`src/rtl/uart_pkg.sv`:
```
// Shared UART definitions.
//   uart_rx_state_e : receiver frame-walk states
//   UART_DATA_BITS  : payload width of one character
//   uart_div()      : clock cycles per oversample tick, truncated, never below 1
package uart_pkg;

  localparam int UART_DATA_BITS = 8;

  typedef enum logic [2:0] {
    IDLE   = 3'd0,
    START  = 3'd1,
    DATA   = 3'd2,
    PARITY = 3'd3,
    STOP   = 3'd4
  } uart_rx_state_e;

  function automatic int uart_div(input int clk_freq, input int baud, input int os);
    int d;
    d = clk_freq / (baud * os);
    if (d < 1) d = 1;
    return d;
  endfunction

endpackage

```
`src/rtl/uart_rx_os16_if.sv`:
```
// Byte-delivery interface between the UART receiver and its consumer.
//   rx_data    : received byte, stable while rx_valid=1
//   rx_valid   : a byte is presented
//   rx_ready   : consumer takes the byte (handshake = rx_valid & rx_ready)
//   frame_err  : stop bit of the presented byte was 0 (qualified by rx_valid)
//   parity_err : parity mismatch on the presented byte (qualified by rx_valid)
//   overrun    : sticky, a byte was dropped while one was pending
// master = receiver side, slave = consumer side.
interface uart_rx_os16_if;
  import uart_pkg::*;

  logic [UART_DATA_BITS-1:0] rx_data;
  logic                      rx_valid;
  logic                      rx_ready;
  logic                      frame_err;
  logic                      parity_err;
  logic                      overrun;

  modport master (
    output rx_data, rx_valid, frame_err, parity_err, overrun,
    input  rx_ready
  );

  modport slave (
    input  rx_data, rx_valid, frame_err, parity_err, overrun,
    output rx_ready
  );
endinterface

```
`src/rtl/uart_baud_tick.sv`:
```
// Free-running tick generator: one-clk pulse on tick every DIV clocks.
//   clk, rst : clock and synchronous active-high reset
//   clr      : restart the divider (counter back to 0, no tick)
//   tick     : registered single-cycle enable pulse
module uart_baud_tick #(
  parameter int DIV = 1
) (
  input  logic clk,
  input  logic rst,
  input  logic clr,
  output logic tick
);
  localparam int            CW   = (DIV > 1) ? $clog2(DIV) : 1;
  localparam logic [CW-1:0] LAST = CW'(DIV - 1);

  logic [CW-1:0] cnt_q, cnt_d;
  logic          tick_q, tick_d;

  always_comb begin
    cnt_d  = cnt_q + 1'b1;
    tick_d = 1'b0;
    if (clr) begin
      cnt_d = '0;
    end else if (cnt_q == LAST) begin
      cnt_d  = '0;
      tick_d = 1'b1;
    end
  end

  always_ff @(posedge clk) begin
    if (rst) begin
      cnt_q  <= '0;
      tick_q <= 1'b0;
    end else begin
      cnt_q  <= cnt_d;
      tick_q <= tick_d;
    end
  end

  assign tick = tick_q;
endmodule

```
`src/rtl/uart_rx_os16.sv`:
```
// Oversampling UART receiver (8 data bits, optional parity, 1 stop bit).
//   clk, rst : clock and synchronous active-high reset
//   rx       : asynchronous serial input, idle high
//   busy     : a frame is being received (state not IDLE)
//   rx_if    : byte + status delivery towards the consumer (master side)
module uart_rx_os16 import uart_pkg::*; #(
  parameter int CLK_FREQ   = 1000000,
  parameter int BAUD_RATE  = 9600,
  parameter int OVERSAMPLE = 16,
  parameter int PARITY_EN  = 0,
  parameter int PARITY_ODD = 0
) (
  input  logic           clk,
  input  logic           rst,
  input  logic           rx,
  output logic           busy,
  uart_rx_os16_if.master rx_if
);
  localparam int                 DIV      = uart_div(CLK_FREQ, BAUD_RATE, OVERSAMPLE);
  localparam int                 CNT_W    = $clog2(OVERSAMPLE + 1);
  localparam logic [CNT_W-1:0]   HALF     = CNT_W'(OVERSAMPLE / 2);
  localparam logic [CNT_W-1:0]   FULL     = CNT_W'(OVERSAMPLE);
  localparam logic [2:0]         LAST_BIT = 3'(UART_DATA_BITS - 1);

  logic tick;

  // Divider free-runs: bit timing is anchored on the oversample count, not on it.
  uart_baud_tick #(.DIV(DIV)) u_tick (
    .clk  (clk),
    .rst  (rst),
    .clr  (1'b0),
    .tick (tick)
  );

  logic                      rx_meta_q, rx_s_q;
  uart_rx_state_e            state_q, state_d;
  logic [CNT_W-1:0]          cnt_q, cnt_d, cnt_inc;
  logic [2:0]                bit_q, bit_d;
  logic [UART_DATA_BITS-1:0] shift_q, shift_d;
  logic                      par_bad_q, par_bad_d;
  logic                      frame_bad_q, frame_bad_d;
  logic                      armed_q, armed_d;
  logic                      deliver_q, deliver_d;

  logic [UART_DATA_BITS-1:0] data_q, data_d;
  logic                      valid_q, valid_d;
  logic                      ferr_q, ferr_d;
  logic                      perr_q, perr_d;
  logic                      ovr_q, ovr_d;
  logic                      hs;

  // Frame walk.
  always_comb begin
    state_d     = state_q;
    cnt_d       = cnt_q;
    bit_d       = bit_q;
    shift_d     = shift_q;
    par_bad_d   = par_bad_q;
    frame_bad_d = frame_bad_q;
    armed_d     = armed_q;
    deliver_d   = 1'b0;
    cnt_inc     = cnt_q + 1'b1;
    unique case (state_q)
      IDLE: begin
        // Only a high-to-low transition starts a frame; a held-low line cannot.
        if (rx_s_q) begin
          armed_d = 1'b1;
        end else if (armed_q) begin
          state_d = START;
          cnt_d   = '0;
          armed_d = 1'b0;
        end
      end
      START: if (tick) begin
        cnt_d = cnt_inc;
        if (cnt_inc == HALF) begin
          if (rx_s_q) begin
            state_d = IDLE;           // glitch, not a start bit
          end else begin
            state_d   = DATA;
            cnt_d     = '0;
            bit_d     = '0;
            par_bad_d = 1'b0;
          end
        end
      end
      DATA: if (tick) begin
        cnt_d = cnt_inc;
        if (cnt_inc == FULL) begin
          cnt_d   = '0;
          shift_d = {rx_s_q, shift_q[UART_DATA_BITS-1:1]};
          bit_d   = bit_q + 1'b1;
          if (bit_q == LAST_BIT) state_d = (PARITY_EN != 0) ? PARITY : STOP;
        end
      end
      PARITY: if (tick) begin
        cnt_d = cnt_inc;
        if (cnt_inc == FULL) begin
          cnt_d     = '0;
          par_bad_d = ((^shift_q) ^ rx_s_q) != 1'(PARITY_ODD);
          state_d   = STOP;
        end
      end
      STOP: if (tick) begin
        cnt_d = cnt_inc;
        if (cnt_inc == FULL) begin
          // Leave at mid-stop so the next start edge can follow immediately.
          cnt_d       = '0;
          frame_bad_d = ~rx_s_q;
          deliver_d   = 1'b1;
          armed_d     = rx_s_q;
          state_d     = IDLE;
        end
      end
      default: state_d = IDLE;
    endcase
  end

  // One-deep output register with overrun tracking.
  always_comb begin
    data_d  = data_q;
    valid_d = valid_q;
    ferr_d  = ferr_q;
    perr_d  = perr_q;
    ovr_d   = ovr_q;
    hs      = valid_q & rx_if.rx_ready;
    if (deliver_q && (!valid_q || hs)) begin
      data_d  = shift_q;
      valid_d = 1'b1;
      ferr_d  = frame_bad_q;
      perr_d  = par_bad_q;
      if (hs) ovr_d = 1'b0;
    end else if (deliver_q) begin
      ovr_d = 1'b1;                   // pending byte kept, new one dropped
    end else if (hs) begin
      valid_d = 1'b0;
      ferr_d  = 1'b0;
      perr_d  = 1'b0;
      ovr_d   = 1'b0;
    end
  end

  always_ff @(posedge clk) begin
    if (rst) begin
      rx_meta_q   <= 1'b1;
      rx_s_q      <= 1'b1;
      state_q     <= IDLE;
      cnt_q       <= '0;
      bit_q       <= '0;
      shift_q     <= '0;
      par_bad_q   <= 1'b0;
      frame_bad_q <= 1'b0;
      armed_q     <= 1'b0;
      deliver_q   <= 1'b0;
      data_q      <= '0;
      valid_q     <= 1'b0;
      ferr_q      <= 1'b0;
      perr_q      <= 1'b0;
      ovr_q       <= 1'b0;
    end else begin
      rx_meta_q   <= rx;
      rx_s_q      <= rx_meta_q;
      state_q     <= state_d;
      cnt_q       <= cnt_d;
      bit_q       <= bit_d;
      shift_q     <= shift_d;
      par_bad_q   <= par_bad_d;
      frame_bad_q <= frame_bad_d;
      armed_q     <= armed_d;
      deliver_q   <= deliver_d;
      data_q      <= data_d;
      valid_q     <= valid_d;
      ferr_q      <= ferr_d;
      perr_q      <= perr_d;
      ovr_q       <= ovr_d;
    end
  end

  assign busy             = (state_q != IDLE);
  assign rx_if.rx_data    = data_q;
  assign rx_if.rx_valid   = valid_q;
  assign rx_if.frame_err  = ferr_q;
  assign rx_if.parity_err = perr_q;
  assign rx_if.overrun    = ovr_q;
endmodule

```
`src/flat_wrapper.sv`:
```
// flat-port wrapper written by rule: the top's interface ports become plain ports
module uart_rx_os16_flat import uart_pkg::*;
#(
  parameter int CLK_FREQ   = 1000000,
  parameter int BAUD_RATE  = 9600,
  parameter int OVERSAMPLE = 16,
  parameter int PARITY_EN  = 0,
  parameter int PARITY_ODD = 0
)
  (clk, rst, rx, busy, rx_if_rx_data, rx_if_rx_valid, rx_if_frame_err, rx_if_parity_err, rx_if_overrun, rx_if_rx_ready);
  uart_rx_os16_if rx_if_i ();
  input  logic clk;
  input  logic rst;
  input  logic rx;
  output logic busy;
  output wire logic [$bits(rx_if_i.rx_data)-1:0] rx_if_rx_data;
  output wire logic [$bits(rx_if_i.rx_valid)-1:0] rx_if_rx_valid;
  output wire logic [$bits(rx_if_i.frame_err)-1:0] rx_if_frame_err;
  output wire logic [$bits(rx_if_i.parity_err)-1:0] rx_if_parity_err;
  output wire logic [$bits(rx_if_i.overrun)-1:0] rx_if_overrun;
  input wire logic [$bits(rx_if_i.rx_ready)-1:0] rx_if_rx_ready;
  assign rx_if_rx_data = rx_if_i.rx_data;
  assign rx_if_rx_valid = rx_if_i.rx_valid;
  assign rx_if_frame_err = rx_if_i.frame_err;
  assign rx_if_parity_err = rx_if_i.parity_err;
  assign rx_if_overrun = rx_if_i.overrun;
  assign rx_if_i.rx_ready = rx_if_rx_ready;
  uart_rx_os16 #(.CLK_FREQ(CLK_FREQ), .BAUD_RATE(BAUD_RATE), .OVERSAMPLE(OVERSAMPLE), .PARITY_EN(PARITY_EN), .PARITY_ODD(PARITY_ODD)) u_core (.clk(clk), .rst(rst), .rx(rx), .busy(busy), .rx_if(rx_if_i));
endmodule
```
`config.mk`:
```
export PLATFORM = sky130hd
export DESIGN_NAME = uart_rx_os16_flat
export DESIGN_NICKNAME = d
export VERILOG_FILES = /design/src/rtl/uart_pkg.sv /design/src/rtl/uart_rx_os16_if.sv /design/src/rtl/uart_baud_tick.sv /design/src/rtl/uart_rx_os16.sv /design/src/flat_wrapper.sv
export SDC_FILE = /design/constraint.sdc
export NUM_CORES = 1
export LEC_CHECK = 0
export ABC_AREA = 1
export ABC_CLOCK_PERIOD_IN_PS = 1700
export CORE_MARGIN = 10
export CORE_UTILIZATION = 49
export DETAILED_ROUTE_END_ITERATION = 12
export PLACE_DENSITY = 0.77
export SLEW_MARGIN = 20
export SYNTH_ARGS = -nofsm -noshare
export SYNTH_HDL_FRONTEND = slang
export SYNTH_SLANG_ARGS = --single-unit
```
`constraint.sdc`:
```
create_clock -name clk -period 1.7 [get_ports clk]
set_input_delay 0.17 -clock clk [delete_from_list [all_inputs] [get_ports clk]]
set_output_delay 0.17 -clock clk [all_outputs]
set_load 0.02 [all_outputs]
```
* Yosys cells after proc, flatten, opt, wreduce, memory -nomap -nowiden
Cells that the tools add are included.
Cells by class: $add $sub $neg 3, multiply operators 0, divide/modulo/power cells 0, order comparisons 0, equal/unequal tests 22, shift operators 0, muxes and demuxes 47, bitwise gates (word level) 5, reductions and logical operators 22
Operators with widths (count):
- two-way mux 3 bit | 16
- two-way mux 5 bit | 7
- two-way mux 1 bit | 18
- case mux 3 bit (5 select lines) | 1
- case mux 5 bit (3 select lines) | 1
- != test 2 x 1 -> 1 bit (second input constant) | 7
- != test 2 bit (second input constant) | 7
- AND reduction 6 bit | 2
- AND reduction 11 bit | 1
- equality test 3 bit (second input constant) | 3
- AND reduction 3 bit | 3
- nonzero test 2 bit | 4
- XOR reduction 8 bit | 1
- adder 3 x 1 -> 3 bit (second input constant) | 2
- equality test 3 x 2 -> 1 bit (second input constant) | 2
- case mux 3 bit (2 select lines) | 1
- nonzero test 3 bit | 2
- OR reduction 3 bit | 2
- adder 5 x 1 -> 5 bit (second input constant) | 1
- equality test 5 x 4 -> 1 bit (second input constant) | 1
- equality test 5 bit (second input constant) | 1
- AND reduction 5 bit | 1
- case mux 1 bit (2 select lines) | 2
- equality test 3 x 1 -> 1 bit (second input constant) | 1
- 10 further kinds | 12
Word-level totals: flip-flop bits (word level) 41, latch bits 0, memory bits (writable) 0, bits in read-only memories 0, bits of input ports 4, output and inout port bits 13, logic and storage cells 116, memories kept 0

* Longest topological paths before layout
Gate-level depths: netlist of the first run.
word-level depth 5, mapped depth 12, mapped depth without buffers 12

* Hierarchy
From an unflattened synthesis of the first run, not the netlist that was laid out.
Second synthesis, totals: cell total of the unflattened synthesis 288, area total of the unflattened synthesis 2045.7 um^2
Modules (own cells, without submodules):
- uart_rx_os16 | instances 1, cells each 269, area each 1890.6 um^2, seq. area each 740.7 um^2
- uart_baud_tick | instances 1, cells each 19, area each 155.1 um^2, seq. area each 80.1 um^2

* Least setup slack after synthesis of the first run
OpenSTA, ideal clock, no wires.
path kind reg2reg, start point reg u_core.cnt_q[0], end point reg u_core.shift_q[7], library setup time 0.117 ns, data arrival time 1.489 ns, data required time 1.583 ns, setup slack 0.094 ns, cell stages (with the launch flop) 12, path buffers 1, clock period less this slack 1.606 ns, path through dfxtp_1 > ha_1 > inv_1 > nand2_1 > nand2_1 > nor2_2 > nand2_2 > nor2_4 > nand3_4 > buf_6 > o21ai_1 > a21oi_1
On the way: cells in the longest elaborated chain, start to end 3
RTL lines:
- start: declaration | RTL line uart_rx_os16.sv:37 | logic [CNT_W-1:0] cnt_q, cnt_d, cnt_inc;
- start signal: assignment | RTL line uart_rx_os16.sv:164 | cnt_q <= cnt_d;
- adder 5 x 1 -> 5 bit | RTL line uart_rx_os16.sv:62 | cnt_inc = cnt_q + 1'b1;
- equality test 5 bit | RTL line uart_rx_os16.sv:89 | if (cnt_inc == FULL) begin
- AND reduction 3 bit (no line)
- end signal: assignment | RTL line uart_rx_os16.sv:166 | shift_q <= shift_d;
- end: declaration | RTL line uart_rx_os16.sv:39 | logic [UART_DATA_BITS-1:0] shift_q, shift_d;
No other way between the ends. A chain may end at the register's enable or synchronous reset.

* Worst setup path in the final report of the first run
start point reg u_core.cnt_q[0], end point reg u_core.shift_q[2]
The elaborated chain is that of the path after synthesis.

==> results.txt, run 1 <==
For this run, the top clock speed supported by timing is between 600 and 700 MHz. The estimated wirelength of the detail-placed design is 2876 um. Of the post-synthesis cell area, the dominant cell type holds between 40% and 50%. The run finished with clean final reports.

The worst hold path begins at u_core.rx_meta_q. Each instance of the synthesized netlist takes up on average 7.032 sq um. At the later pin of the worst-skew pair, clock insertion delay measures 0.30 ns.

In this run the static leakage power is 0.001067 uW. The count of buffers added by post-CTS timing repair for setup is 0. The hold violation count in the final report is 0. The post-route DRC violation count is 0. The number of buffers created by CTS is 5. Of the cells placed in the final design, the portion with a size suffix greater than 1 is between 10 and 15%. The register clock-pin slew on the reported worst setup and hold paths came out at 0.08 ns.

The fill cell instance count of the final layout is 386. The count of cells along the worst register-to-register path is 10. The clock period minus worst slack is 1.631 ns. The overall power consumption came out at 2871 uW.

The maximum ir drop on the vdd rail is 666.0 uV. Setup repair after global routing could not meet its margin everywhere. The signal on the critical path passes through ha_4, inv_1, nand2_1, nand2_1, nor2_2, nand2_2, nor2_4, nand3_4, o21ai_0, a21oi_1. The cell with the largest stage delay on the worst path is dfxtp_2.

The count of unique library cells instantiated by Yosys came out at 29. The type of the worst setup path is reg -> reg. The flip-flop and latch count after synthesis is 41. The effective utilization at floorplan came out at 50.45%. The overall track demand over capacity in global routing came out at 11.31%.

The final setup violation count is 0. The final-report max-slew violation count is 0. The placed instance count is about 350.

The worst hold path cell count came out at 1. The post-synthesis sequential area ratio is 40.67%. The placer's final routability congestion estimate came out at between 0.9 and 1. The number of maximum-capacitance violations is 0. The total overflow reported by the global router came out at 0. The area of the multi-input gates is 0.001031 sq mm. Once layout is complete, the cells apart from fillers number between 300 and 400. The area enclosed by the die boundary came out at between 0.007 and 0.008 sq mm. The fraction of the cycle the final worst path needs came out at between 90% and 100%. The number of buffers inserted by hold repair at cts came out at 0. The worst-path maximum fanout came out at 8. The path with the worst hold slack has its endpoint at u_core.rx_s_q. The first detailed-routing pass ran for 4 iterations. For the pin with the worst max-slew slack, the measured transition is ~0.4 ns. CTS placed an instance of clkbuf_8 at the clock tree root. The post-synthesis to final-layout area growth came out at 17.67%. The global-route wire length before repair is 6796 um. The via count normalized by instance count is roughly 5.

The summed instance area of the synthesized netlist is 0.002018 sq mm. The number of inserted diodes is 0. The power density over cell area came out at around 1200 mW/mm^2. The initial DRC count is 83.

The largest clock skew in the final design came out at between 0.008 and 0.009 ns. Yosys attributes the largest share of cell area to dfxtp_1 41%, nand2_1 12%, a21oi_1 7.2%. The post-synth net total came out at roughly 300. The buffer and inverter count on the worst path is 1. The endpoint identified for the worst register-to-register timing path is u_core.shift_q[2].

The deepest level of the CTS H-tree is 2. The number of sinks driven by the clock tree came out at 41. During placement, the flow inserted port buffers numbering 16.

The critical path launch point type is a flip-flop. The endpoint arrival time on the critical path came out at approximately 1.8 ns. Of all cell types, the one taking the most synthesized area is dfxtp_1.

The setup check on the worst reg-to-reg path leaves a slack of 0.07 ns. The dominant cell type by count on the critical path is nand2_1. The worst-case clock buffer depth came out at 2. TritonCTS built the clock tree. 17 I/O pins were placed.

The Yosys step of the flow raised 0 warnings. In the final design database the tool counted roughly 320 nets. The sequential cells in the finished layout cover a total of around 830 sq um. The number of standard-cell rows in the floorplan came out at 23.

Headroom to the max-slew limit came out at 73.43%. In the final routed layout, each cell accounts on average for around 11 um. The critical path's largest stage delay is 0.36 ns. The routed wire length is 3943 um.

Entering global routing, the biggest net connects 25 pins. The worst register-to-register path begins at u_core.cnt_q[0]. The die extent in y came out at 84.18 um. The die outline width is 84.18 um. The data required time at the worst endpoint is 1.88 ns. The number of global-route vias before repair came to 1,608. The standard cell core area came out at approximately 0.0040 sq mm. The initial antenna violation count is 0.

Synthesis handed over a netlist of 287 instances. The post-route antenna net violation count came out at 0. On the critical path the largest part of the delay comes from simple AND/OR/NAND/NOR gates. The number of vias after detailed routing is between 1,500 and 2,000. STA classifies the critical path endpoint as a flip-flop. In this run the worst hold path is classified as reg -> reg.
==> placed cells by master (no fill, tap or decap), drive strengths merged <==
cell type      count
a211oi             1
a21oi             29
buf                4
clkbuf             7
clkdlybuf4s50     15
clkinv             1
dfxtp             41
dlygate4sd2        1
ha                 6
inv               43
nand2             69
nand3             22
nand3b             1
nand4              3
nor2              36
nor3               2
o211ai             1
o21ai             24
or2                2
xnor2              1
xor2               1
==> metal layers <==
metal,GRT usage (%),part of all wire [%],vias to the layer above
li1,-,-,957
met1,12.95,47,795
met2,18.53,47,25
met3,3.865,4.1,9
met4,5.175,2.1,0
met5,0,0,-
==> report_power, final <==
group	internal (uW)	switching, uW	total [uW]
clock	375	339	713
sequential	1050	100	1150
combinational	336	669	1000
total	1760	1110	2870
==> final cells by class <==
| cell class | instances | share of cell area (%) |
|---|---|---|
| clock buffer | 7 | 4.057 |
| clock inverter | 1 | 0.3688 |
| inverter | 43 | 6.797 |
| multi-input combinational | 198 | 43.41 |
| sequential | 41 | 34.77 |
| tap | 50 | 2.634 |
| timing repair buffer | 20 | 7.956 |
==> through the flow <==
step	hold WS (ns)	cell area (sq um)	utilization, %	TNS (ns)	setup slack, ns
floorplan	0.2702	2018	-	0	0.09389
detailed placement	0.4072	2223	55.58	0	0.02461
global route	0.4430	2375	59.37	-0.1910	-0.04790
CTS	0.4198	2333	58.34	0	0.001210
finish	0.4264	2375	59.37	0	0.06856
global placement	0.3919	2223	55.58	0	0.1223
==> Yosys cell counts <==
library cell,n
nand2_1,64
dfxtp_1,41
inv_1,37
nor2_1,32
a21oi_1,29
o21ai_0,20
nand3_1,16
ha_1,6
inv_2,5
nand2_2,5
nand3_2,4
nand4_1,3
nor2_2,3
buf_6,2
clkbuf_1,2
nor3_1,2
o21ai_1,2
o21ai_2,2
or2_2,2
a211oi_1,1
buf_1,1
clkbuf_8,1
clkinv_1,1
nand3_4,1
nand3b_1,1
nor2_4,1
o211ai_1,1
xnor2_1,1
xor2_1,1
==> logic make-up (layout without fill, tap and decap cells) <==
kind of cell	Yosys count	after routing	synth area share (%)
and+or+nand+nor	134	135	30.13
AOI/OAI and AO/OA	55	55	14.26
buffers and inverters	49	71	10.35
DFF	41	41	40.67
adders and majority gates	6	6	3.720
xor gates and xnor gates	2	2	0.8681
==> worst max-delay path by stage <==
stage | startpoint | endpoint | slack, ns | depth (start not counted)
finish | u_core.cnt_q[0] | u_core.shift_q[2] | 0.07 | 10
global route | u_core.cnt_q[0] | u_core.shift_q[2] | -0.05 | 10
CTS | u_core.cnt_q[0] | u_core.shift_q[0] | 0.001 | 10
detailed placement | u_core.cnt_q[0] | u_core.shift_q[0] | 0.02 | 10
global placement | u_core.cnt_q[0] | u_core.shift_q[0] | 0.12 | 10
floorplan | u_core.cnt_q[0] | u_core.shift_q[7] | 0.09 | 11
==> flip-flops by register name, summed over array words and instances, names as in the netlist, 3 cells and up <==
| name | count |
|---|---|
| u_core.bit_q | 3 |
| u_core.cnt_q | 5 |
| u_core.rx_if.rx_data | 8 |
| u_core.shift_q | 8 |
| u_core.state_q | 3 |
| u_core.u_tick.cnt_q | 3 |
==> repair_timing <==
action                                  4_1_cts  5_1_grt
gates cloned                                  0        1
endpoints found under the setup margin        1       17
resized for setup                             3       11
pin swaps                                     0        2
Power figures use the tool's default switching activity.
==> run 2: changes to the inputs <==
--- a/config.mk
+++ b/config.mk
@@ -9,6 +9,7 @@
 export ABC_CLOCK_PERIOD_IN_PS = 1700
 export CORE_MARGIN = 10
 export CORE_UTILIZATION = 49
+export CTS_CLUSTER_DIAMETER = 60
 export DETAILED_ROUTE_END_ITERATION = 12
 export PLACE_DENSITY = 0.77
 export SLEW_MARGIN = 20
==> results of run 2 <==
Same layout as run 1: the final DEF is identical, and so are final timing and power.
